$ cat config.mk
export PLATFORM = sky130hd
export DESIGN_NAME = div_result_fixup
export DESIGN_NICKNAME = d
export VERILOG_FILES = /design/src/rtl/div_result_fixup.sv
export SDC_FILE = /design/constraint.sdc
export NUM_CORES = 1
export LEC_CHECK = 0
export ABC_AREA = 0
export CAP_MARGIN = 20
export CORE_MARGIN = 2
export CORE_UTILIZATION = 30
export CTS_CLUSTER_DIAMETER = 80
export CTS_CLUSTER_SIZE = 24
export DETAILED_ROUTE_END_ITERATION = 10
export GPL_ROUTABILITY_DRIVEN = 0
export HOLD_SLACK_MARGIN = 0.06
export MAX_ROUTING_LAYER = met4
export SLEW_MARGIN = 5
export SYNTH_ARGS = -nofsm -noshare
export SYNTH_HDL_FRONTEND = slang
export SYNTH_SLANG_ARGS = --single-unit
$ cat constraint.sdc
create_clock -name clk -period 3.9 [get_ports clk]
set_clock_uncertainty 0.05 [all_clocks]
set_input_delay 0.39 -clock clk [delete_from_list [all_inputs] [get_ports clk]]
set_output_delay 0.39 -clock clk [all_outputs]
set_load 0.005 [all_outputs]
$ cat src/rtl/div_result_fixup.sv
// ============================================================================
// Module   : div_result_fixup
// Purpose  : Signed/zero/overflow correction of divider results, buffered in a
//            2-entry valid/ready FIFO. Optional status bits via DIV_STATUS_EN.
// Revision : 1.0 - initial release
// ============================================================================
`default_nettype none

module div_result_fixup #(
  parameter int WIDTH = 32
) (
  input  logic             clk,
  input  logic             rst,
  input  logic             in_valid,
  output logic             in_ready,
  input  logic [WIDTH-1:0] x,
  input  logic [WIDTH-1:0] y,
  input  logic             signed_op,
  input  logic [WIDTH-1:0] q_u,
  input  logic [WIDTH-1:0] r_u,
  output logic             out_valid,
  input  logic             out_ready,
  output logic [WIDTH-1:0] q,
  output logic [WIDTH-1:0] r
`ifdef DIV_STATUS_EN
  ,
  output logic             out_dz,
  output logic             out_ovf
`endif
);

  localparam logic [WIDTH-1:0] MIN_NEG = {1'b1, {(WIDTH-1){1'b0}}};
  localparam logic [WIDTH-1:0] ALL_ONES = {WIDTH{1'b1}};

  logic             fix_dz;
  logic             fix_ovf;
  logic             sx;
  logic             sy;
  logic [WIDTH-1:0] fix_q;
  logic [WIDTH-1:0] fix_r;

  always_comb begin
    fix_dz  = (y == '0);
    fix_ovf = signed_op && (x == MIN_NEG) && (y == ALL_ONES);
    sx      = signed_op & x[WIDTH-1];
    sy      = signed_op & y[WIDTH-1];
    fix_q   = q_u;
    fix_r   = r_u;
    if (fix_dz) begin
      fix_q = ALL_ONES;
      fix_r = x;
    end else if (fix_ovf) begin
      fix_q = x;
      fix_r = '0;
    end else begin
      fix_q = (sx ^ sy) ? ('0 - q_u) : q_u;
      fix_r = sx ? ('0 - r_u) : r_u;
    end
  end

  logic [1:0]       count;
  logic [1:0]       count_n;
  logic             wptr;
  logic             rptr;
  logic             rptr_n;
  logic             push;
  logic             pop;
  logic [WIDTH-1:0] q_mem [2];
  logic [WIDTH-1:0] r_mem [2];
  logic             head_from_push;

  assign in_ready  = (count != 2'd2);
  assign out_valid = (count != 2'd0);
  assign push      = in_valid && in_ready;
  assign pop       = out_valid && out_ready;
  assign rptr_n    = rptr ^ pop;

  always_comb begin
    count_n = count;
    case ({push, pop})
      2'b10:   count_n = count + 2'd1;
      2'b01:   count_n = count - 2'd1;
      default: count_n = count;
    endcase
    // The head after this edge is either the entry being written now or a stored one.
    head_from_push = push && (wptr == rptr_n);
  end

  always_ff @(posedge clk or posedge rst) begin
    if (rst) begin
      count <= 2'd0;
      wptr  <= 1'b0;
      rptr  <= 1'b0;
    end else begin
      count <= count_n;
      rptr  <= rptr_n;
      if (push) wptr <= ~wptr;
    end
  end

  always_ff @(posedge clk) begin
    if (push) begin
      q_mem[wptr] <= fix_q;
      r_mem[wptr] <= fix_r;
    end
  end

  // Output registers hold the last head when the FIFO drains.
  always_ff @(posedge clk or posedge rst) begin
    if (rst) begin
      q <= '0;
      r <= '0;
    end else if (count_n != 2'd0) begin
      q <= head_from_push ? fix_q : q_mem[rptr_n];
      r <= head_from_push ? fix_r : r_mem[rptr_n];
    end
  end

`ifdef DIV_STATUS_EN
  logic dz_mem  [2];
  logic ovf_mem [2];

  always_ff @(posedge clk) begin
    if (push) begin
      dz_mem[wptr]  <= fix_dz;
      ovf_mem[wptr] <= fix_ovf;
    end
  end

  always_ff @(posedge clk or posedge rst) begin
    if (rst) begin
      out_dz  <= 1'b0;
      out_ovf <= 1'b0;
    end else if (count_n != 2'd0) begin
      out_dz  <= head_from_push ? fix_dz  : dz_mem[rptr_n];
      out_ovf <= head_from_push ? fix_ovf : ovf_mem[rptr_n];
    end
  end
`endif

endmodule

`default_nettype wire
==> impl_results.md, run 1 <==
- Most utilized layer in the global route result: met2
- Number of global-route vias before repair: 8061
- Global Route Usage Sum: 19.1%
- Number of standard cells after synthesis: 927
- Area of the core region: 0.0324 mm^2
- Mapped cell area: 0.00983 mm^2
- Hold violation count in the final report: 0
- Crit path launch type: register
- Area fraction in compound gates after synthesis: 15.9%
- Critical path's top delay family: compound AO/OA/AOI/OAI gates
- Relative slew slack: 34.3%
- Bufs and invs on worst path: 2
- Proportion of synthesized chip area in sequential cells: 56.4%
- Final critical-path required period: 3.26 ns
- Met2 usage: 30.5%
- Post-Layout Inst Area: 0.0131 mm^2
- CTS resizes: 0
- Worst skew pair latency: 0.44 ns
- Via Count: 8256
- Hold buffer count at CTS: 0
- Initial drt markers: 629
- IO Port Bufs: 198
- Largest stage delay, worst path: 0.69 ns
- Number of rows created at floorplan: 66
- Cell area after placement: 0.0125 mm^2
- Main combinational cell family by area after synthesis: simple AND/OR/NAND/NOR gates
- Number of antenna violations at the first check in global routing: 2
- Final total negative setup slack: 0 ns
- Setup repair after global routing missed its margin: false
- Router iterations before antenna repair: 5
- Arrival time of the worst setup path: 3.56 ns
- Final number of max-transition violations: 0
- Syn Nets: 1063
- Startpoint-to-endpoint class of the critical path: register to register
- Initial core utilization: 30.4%
- Post-route ant nets: 0
- Share of the synthesized netlist area taken by xor and xnor gates: 5.79%
- CTS Root Buffer Type: clkbuf_16
- Peak clock frequency supported by timing: 307 MHz
- Remaining DRCs: 0
- Worst IR Drop VDD: 0.000455 V
- Post-DR vias/cell: 5.27
- Critical-path cell list: o21ai_0, inv_1, ha_1, nor2b_1, a21oi_1, o21a_2, buf_4, o311ai_0, o21ai_0
- Post-route non-filler standard cell count: 1568
- Crit share post-route: 83.5%
- Final setup violation count: 0
- Count of flip-flops with a built-in enable after synthesis: 128
- Most frequent cell after synthesis: nand2_1
- Top cells by area, synth: edfxtp_1 39%, dfrtp_1 17%, nand2_1 7.5%, o221a_2 4.4%, nand4_1 3.2%
- CTS tree: done
- Most frequent CP cell: o21ai_0
- Pin count of the biggest net entering global routing: 86
- Transition time at the pin with the least slew margin: 0.984 ns
- Result of the run: complete, no violations
- Horizontal extent of the die: 185 um
- Global route overflow: 0
- First-pass GRT wire length: 47.4 mm
- Synthesized-area fraction occupied by adder cells: 0.382%
- Most instantiated flip-flop cell in the synthesis netlist: edfxtp_1
- PwrDens: 734 mW/mm^2
- Area share of the largest cell type after synthesis: 39.1%
- Total wire length after detailed routing: 31.9 mm
- Die area: 0.0342 mm^2
- Detailed-placement wirelength estimate: 22.2 mm
- Yosys Warn Count: 0
- Data required, critical path: 4.20 ns
- H-Tree Depth: 4
- Mean instance size in the synthesized netlist: 10.6 um^2
- Netlist cell types: 55
- Nets: 1247
- Layout Area Growth over Synthesis: 32.8%
- Post-synthesis register bit count: 196
- Number of maximum-capacitance violations: 0
- Global routing met1 resource utilization: 25.3%
- Met3 capacity usage during global routing: 3.34%
- Clk buf depth: 2
- Fraction of synthesis flops using an asynchronous set or reset pin: 34.7%
- Cell count after placement: 1534
- Multiplexer fraction of the synthesized cell area: 0.611%
- CTS Buf Count: 17
- Slack of the worst reg-to-reg path: 0.64 ns
- Number of sinks handled by clock tree synthesis: 196
- Classification of the worst-slack hold path: primary input to asynchronous set/reset pin
- Largest driver fanout on the critical path: 85
- Floorplan die height: 185 um
- Post-synthesis cell type with the largest combined area: edfxtp_1
- Critical-path top delay cell: buf_4
- Final core utilization: 40.3%
- Post-CTS setup repair buffer count: 0
- Post-synth top cells: 197 x nand2_1, 128 x edfxtp_1, 68 x dfrtp_1
- Min Hold Slack: 0.433 ns
- Number of top-level design ports: 199
- Reg clk slew, reported paths: 0.09 ns
- Leakage power total: 4.62 nW
- Fraction of final layout cells sized beyond drive strength 1: 11.0%
- Average wire per standard cell: 20.3 um
- Setup crit end kind: register
- Post-synthesis simple-gate area fraction: 17.9%
-- cells by family after synthesis --
kind of cell,after synthesis
buf+inv,76
simple gates,369
xor+xnor,65
compound gates,212
mux,6
fa+ha+maj,3
flops,196
-- report_power, final --
part           leakage (nW)  total (W)  internal (W)  switching, W
clock                 0.288    0.00176      0.000875      0.000885
combinational          2.35    0.00443       0.00208       0.00235
sequential             1.98    0.00339       0.00304      0.000349
total                  4.62    0.00958       0.00600       0.00358
-- worst reg2reg max path, cell delays in order (launching register included) --
cell and delay (ns):
dfrtp_1 0.47, o21ai_0 0.52, inv_1 0.10, ha_1 0.32, nor2b_1 0.15, a21oi_1 0.19, o21a_2 0.16, buf_4 0.69
o311ai_0 0.30, o21ai_0 0.23
-- state kept, by name, summed over array words and instances, names as in the netlist --
name	flops
wptr	1
q	32
count	2
r_mem	64
q_mem	64
r	32
rptr	1
-- worst paths after layout --
check                                    from           endpoint  depth (start not counted)
setup / recovery           count[1]$_DFF_PP0_  r[24]$_DFFE_PP0P_                          9
hold / removal                            rst  q[19]$_DFFE_PP0P_                          2
setup reg to reg           count[1]$_DFF_PP0_  r[24]$_DFFE_PP0P_                          9
hold reg to reg             r[24]$_DFFE_PP0P_  r[24]$_DFFE_PP0P_                          2
max in group asynchronous                 rst  q[24]$_DFFE_PP0P_                          3
min in group clk            r[24]$_DFFE_PP0P_  r[24]$_DFFE_PP0P_                          2
-- cell usage in the layout (no fill, tap or decap), types with 6 or more instances in the layout --
cell	netlist	routed
clkdlybuf4s50_1	0	198
nand2_1	197	197
edfxtp_1	128	128
dfrtp_1	68	68
nand4_1	51	51
o21ai_0	42	42
o221a_2	38	38
a21oi_1	37	37
nor2_1	39	37
o31ai_1	36	34
xnor2_1	33	33
xor2_1	32	31
buf_4	0	28
a31oi_1	21	21
nor4_1	17	17
clkbuf_16	0	17
nor3_1	13	12
or4_1	9	9
inv_1	10	9
mux2i_1	6	6
nand3_1	6	6
or3_1	6	6
-- final cells by class --
cell class                 count  area, um^2
timing repair buffer         230        2270
fill                        3153       19300
multi-input combinational    655        4050
clock inverter                13         138
clock buffer                  19         443
tap                          442         553
antenna                        2        5.00
sequential                   196        5550
inverter                      11        41.3
-- metal layers --
metal	up-vias	wire, um
li1	3865	-
met1	4084	14400
met2	280	15000
met3	27	2030
met4	0	480
met5	-	0
-- stage by stage --
step,power [W],worst slack (ns)
final,0.00958,0.642
after global routing,0.0102,0.391
after CTS,0.00967,0.616
after detailed placement,0.00791,0.445
after global placement,0.00783,0.424
after floorplan,0.00597,1.02
Power figures use the tool's default switching activity.
==> run 2: changes to the inputs <==
Clock period 3.9 ns to 2.8 ns, I/O delays scaled along.
==> run 2 against run 1 <==
Total power is 44% higher. Combinational power is 47% higher. Critical endpoint is now r[13]$_DFFE_PP0P_. Worst setup slack worse by 0.39 ns. Routed wire length is 2.5% higher.
==> impl_results.md, run 2 (same netlist as run 1, synthesis figures left out) <==
- Result of the run: complete, no violations (unchanged)
- Transition time at the pin with the least slew margin: 0.523 ns (was 0.984 ns)
- Floorplan die height: 185 um (unchanged)
- Post-CTS setup repair buffer count: 0 (unchanged)
- Initial core utilization: 30.4% (unchanged)
- Arrival time of the worst setup path: 2.86 ns (was 3.56 ns)
- Startpoint-to-endpoint class of the critical path: register to register (unchanged)
- Remaining DRCs: 0 (unchanged)
- Final critical-path required period: 2.55 ns (was 3.26 ns)
- Number of global-route vias before repair: 8390 (was 8061)
- Total wire length after detailed routing: 32.7 mm (was 31.9 mm)
- Cell count after placement: 1599 (was 1534)
- CTS Buf Count: 17 (unchanged)
- Router iterations before antenna repair: 5 (unchanged)
- CTS resizes: 0 (unchanged)
- Worst skew pair latency: 0.43 ns (was 0.44 ns)
- Nets: 1312 (was 1247)
- Launch instance of the worst register-to-register path: count[1]$_DFF_PP0_ (unchanged)
- Top Registers: q_mem (64), r_mem (64) (unchanged)
- Reg clk slew, reported paths: 0.08 ns (was 0.09 ns)
- Area of the core region: 0.0324 mm^2 (unchanged)
- Final core utilization: 42.1% (was 40.3%)
- Setup repair after global routing missed its margin: false (unchanged)
- Number of antenna violations at the first check in global routing: 3 (was 2)
- Initial drt markers: 684 (was 629)
- Largest driver fanout on the critical path: 23 (was 85)
- First-pass GRT wire length: 49.2 mm (was 47.4 mm)
- Global route overflow: 0 (unchanged)
- Average wire per standard cell: 20.0 um (was 20.3 um)
- PwrDens: 1010 mW/mm^2 (was 734 mW/mm^2)
- Final total negative setup slack: 0 ns (unchanged)
- Fraction of final layout cells sized beyond drive strength 1: 15.7% (was 11.0%)
- Number of fill cells: 3137 (was 3153)
- CTS tree: done (unchanged)
- Cell area after placement: 0.0130 mm^2 (was 0.0125 mm^2)
- Via Count: 8569 (was 8256)
- Crit path launch type: register (unchanged)
- Clk buf depth: 2 (unchanged)
- IO Port Bufs: 198 (unchanged)
- Worst IR Drop VDD: 0.000666 V (was 0.000455 V)
- Setup crit end kind: register (unchanged)
- Data required, critical path: 3.12 ns (was 4.20 ns)
- Post-DR vias/cell: 5.24 (was 5.27)
- Horizontal extent of the die: 185 um (unchanged)
- Post-Layout Inst Area: 0.0136 mm^2 (was 0.0131 mm^2)
- Peak clock frequency supported by timing: 393 MHz (was 307 MHz)
- Final setup violation count: 0 (unchanged)
- Hold buffer count at CTS: 0 (unchanged)
- Global Route Usage Sum: 19.6% (was 19.1%)
- CTS Root Buffer Type: clkbuf_16 (unchanged)
- Detailed-placement wirelength estimate: 22.9 mm (was 22.2 mm)
- Overall power of the completed layout: 0.0138 W (was 0.00958 W)
- Die area: 0.0342 mm^2 (unchanged)
- Critical path startpoint: count[1]$_DFF_PP0_ (unchanged)
- Relative slew slack: 65.2% (was 34.3%)
- Number of top-level design ports: 199 (unchanged)
- Leakage power total: 4.97 nW (was 4.62 nW)
- Commonest cells after routing, fill and taps aside: 198 x clkdlybuf4s50_1, 197 x nand2_1, 128 x edfxtp_1 (unchanged)
- Hold violation count in the final report: 0 (unchanged)
- Crit share post-route: 91.0% (was 83.5%)
- Number of sinks handled by clock tree synthesis: 196 (unchanged)
- Layout Area Growth over Synthesis: 38.7% (was 32.8%)
- Post-route non-filler standard cell count: 1634 (was 1568)
- H-Tree Depth: 4 (unchanged)
- Final number of max-transition violations: 0 (unchanged)
- Number of maximum-capacitance violations: 0 (unchanged)
- Post-route ant nets: 0 (unchanged)
- Most common library cell in the layout ignoring fill and taps: clkdlybuf4s50_1 (unchanged)
- Pin count of the biggest net entering global routing: 86 (unchanged)
- Classification of the worst-slack hold path: primary input to asynchronous set/reset pin (unchanged)
- Number of rows created at floorplan: 66 (unchanged)
## run 2: area by class of cell
type	count	area [um^2]	share of cell area (%)
Antenna cell	3	7.51	0.0551
Clock buffer	19	433	3.18
Clock inverter	13	164	1.20
Inverter	11	41.3	0.303
Multi-Input combinational cell	655	4050	29.7
Sequential cell	196	5550	40.7
Tap cell	442	553	4.06
Timing Repair Buffer	295	2840	20.8
## run 2: per-stage QoR
stage / setup WS (ns) / hold WS, ns
floorplan: 0.125 / 0.402
global placement: -0.183 / 0.426
detailed placement: -0.193 / 0.446
CTS: 0.221 / 0.147
global route: 0.0361 / 0.161
finish: 0.253 / 0.124
## run 2: where the power goes
part	internal [W]	switching [W]
Combinational	0.00314	0.00338
Sequential	0.00424	0.000485
Clock	0.00135	0.00118
## run 2: critical path, stage by stage (launching register included)
cell and delay [ns]:
dfrtp_1 0.47, o21ai_0 0.26, inv_1 0.07, ha_1 0.30, nor2b_1 0.20, a21oi_1 0.13
o21a_2 0.23, nand2_1 0.14, buf_4 0.35, o221a_2 0.26
## run 2: final timing paths
path                       depth (start not counted)  slack [ns]                 to
max                                                9        0.25  r[13]$_DFFE_PP0P_
max in group asynchronous                          3        1.93   r[2]$_DFFE_PP0P_
min                                                2        0.12  q[21]$_DFFE_PP0P_
min reg2reg                                        2        0.45  r[24]$_DFFE_PP0P_
max reg2reg                                        9        0.25  r[13]$_DFFE_PP0P_
min in group clk                                   2        0.45  r[24]$_DFFE_PP0P_
## run 2: per-layer routing
layer  vias to the layer above  global-route usage [%]  wire, um
met3                        35                    3.58      2110
met4                         0                    5.17       518
li1                       3998                       -         -
met1                      4219                    25.6     14400
met2                       317                    31.5     15600
met5                         -                       -         0
==> run 3: changes to the inputs <==
Clock period 2.8 ns to 3.05 ns, I/O delays scaled along.
==> run 3 against run 2 <==
Final cell count shrank 1.6%. Critical path depth is the same. Via count shrank 0.76%. Flip-flop and latch count is the same. Routed wire length shrank 1.7%. Sequential power shrank 8.3%. First-iteration DRC count shrank 21%. Largest power group unchanged. Highest routed layer unchanged.
==> impl_results.md, run 3 (same netlist as run 1, synthesis figures left out) <==
- Result of the run: complete, no violations (unchanged)
- Worst flop-to-flop path endpoint: r[3]$_DFFE_PP0P_ (was r[13]$_DFFE_PP0P_)
- Post-route non-filler standard cell count: 1608 (was 1634)
- Peak clock frequency supported by timing: 377 MHz (was 393 MHz)
- Global route overflow: 0 (unchanged)
- Cell count after placement: 1574 (was 1599)
- Transition time at the pin with the least slew margin: 0.659 ns (was 0.523 ns)
- CTS resizes: 0 (unchanged)
- Post-DR vias/cell: 5.29 (was 5.24)
- Most common library cell in the layout ignoring fill and taps: clkdlybuf4s50_1 (unchanged)
- Final setup violation count: 0 (unchanged)
- Relative slew slack: 55.5% (was 65.2%)
- Commonest cells after routing, fill and taps aside: 198 x clkdlybuf4s50_1, 197 x nand2_1, 128 x edfxtp_1 (unchanged)
- Launch instance of the worst register-to-register path: count[0]$_DFF_PP0_ (was count[1]$_DFF_PP0_)
- Number of maximum-capacitance violations: 0 (unchanged)
- Number of global-route vias before repair: 8343 (was 8390)
- Initial drt markers: 538 (was 684)
- Via Count: 8504 (was 8569)
- Average wire per standard cell: 20.0 um (about the same)
- Pin count of the biggest net entering global routing: 65 (was 86)
- Arrival time of the worst setup path: 2.93 ns (was 2.86 ns)
- Leakage power total: 4.84 nW (was 4.97 nW)
- Number of antenna violations at the first check in global routing: 1 (was 3)
- Setup repair after global routing missed its margin: false (unchanged)
- Layout Area Growth over Synthesis: 36.6% (was 38.7%)
- First-pass GRT wire length: 48.4 mm (was 49.2 mm)
- Detailed-placement wirelength estimate: 22.3 mm (was 22.9 mm)
- CTS tree: done (unchanged)
- Critical path startpoint: count[0]$_DFF_PP0_ (was count[1]$_DFF_PP0_)
- Post-CTS setup repair buffer count: 0 (unchanged)
- Nets: 1287 (was 1312)
- PwrDens: 923 mW/mm^2 (was 1010 mW/mm^2)
- Worst skew pair latency: 0.44 ns (was 0.43 ns)
- Router iterations before antenna repair: 5 (unchanged)
- Global Route Usage Sum: 19.4% (was 19.6%)
- Top Registers: q_mem (64), r_mem (64) (unchanged)
- CTS Buf Count: 17 (unchanged)
- Data required, critical path: 3.33 ns (was 3.12 ns)
- IO Port Bufs: 198 (unchanged)
- Number of cells on the worst reg-to-reg path: 9 (unchanged)
- Worst IR Drop VDD: 0.000581 V (was 0.000666 V)
- Initial core utilization: 30.4% (unchanged)
- Area of the core region: 0.0324 mm^2 (unchanged)
- Hold buffer count at CTS: 0 (unchanged)
- Total wire length after detailed routing: 32.1 mm (was 32.7 mm)
- Floorplan die height: 185 um (unchanged)
- Crit share post-route: 86.9% (was 91.0%)
- Largest driver fanout on the critical path: 46 (was 23)
- Horizontal extent of the die: 185 um (unchanged)
- Setup crit end kind: register (unchanged)
- Min Hold Slack: 0.188 ns (was 0.124 ns)
- Reg clk slew, reported paths: 0.08 ns (about the same)
- H-Tree Depth: 4 (unchanged)
- Hold violation count in the final report: 0 (unchanged)
- Final number of max-transition violations: 0 (unchanged)
- Final critical-path required period: 2.65 ns (was 2.55 ns)
- Clk buf depth: 2 (unchanged)
- Number of rows created at floorplan: 66 (unchanged)
- Classification of the worst-slack hold path: primary input to asynchronous set/reset pin (unchanged)
- Die area: 0.0342 mm^2 (unchanged)
- Startpoint-to-endpoint class of the critical path: register to register (unchanged)
- CTS Root Buffer Type: clkbuf_16 (unchanged)
- Post-route ant nets: 0 (unchanged)
- Number of sinks handled by clock tree synthesis: 196 (unchanged)
- Slack of the worst reg-to-reg path: 0.40 ns (was 0.25 ns)
- Fraction of final layout cells sized beyond drive strength 1: 14.1% (was 15.7%)
- Crit path launch type: register (unchanged)
- Remaining DRCs: 0 (unchanged)
- Number of top-level design ports: 199 (unchanged)
run 3: changes by cell type in the layout (fill, tap and decap cells not counted):
cell,change
buf_4,-25
bufinv_16,-2
clkinv_8,+2
clkbuf_1,-1
diode_2,-1
inv_6,+1
o31ai_1,-1
o31ai_2,+1
run 3: power by group:
group,switching (W),total [W],internal (W)
logic,0.00306,0.00585,0.00278
clock network,0.00111,0.00220,0.00109
registers,0.000443,0.00433,0.00389
run 3: final cells by class:
cell class              instances  area [um^2]
clock inverters                14          145
multi-input cells             655         4050
inverters                      11         41.3
clock buffers                  18          429
well taps                     442          553
flip-flops and latches        196         5550
repair buffers                270         2650
diodes                          2         5.00
fillers                      3090        19000
run 3: metal layers:
layer  part of all wire (%)  track usage [%]
met2                     47             30.4
met4                    2.6             5.97
met3                    6.2             3.76
met5                      0                -
met1                     45             25.5
run 3: through the flow:
stage	instance area [um^2]	power (W)	setup WS, ns	util [%]	setup TNS (ns)
2_1_floorplan	9830	0.00764	0.170	-	0
3_3_place_gp	12800	0.0102	-0.0201	39.7	-0.0229
3_5_place_dp	12800	0.0103	0.00168	39.7	0
4_1_cts	13400	0.0125	0.386	41.4	0
5_1_grt	13400	0.0132	0.170	41.4	0
6_report	13400	0.0124	0.400	41.5	0
run 3: how the worst max path moves through the flow:
stage,end
CTS,r[3]$_DFFE_PP0P_
floorplan,q_mem[0][0]$_DFFE_PP_
finish,r[3]$_DFFE_PP0P_
global placement,r[19]$_DFFE_PP0P_
detailed placement,r[19]$_DFFE_PP0P_
global route,r[3]$_DFFE_PP0P_
run 3: critical path: stages (launching register included):
cell and delay [ns]:
dfrtp_1 0.46, nand2b_1 0.17, nand2_1 0.15, ha_1 0.37
nor2b_1 0.16, a21oi_1 0.20, o21a_2 0.20, buf_4 0.42
nand4_1 0.17, o221a_2 0.17
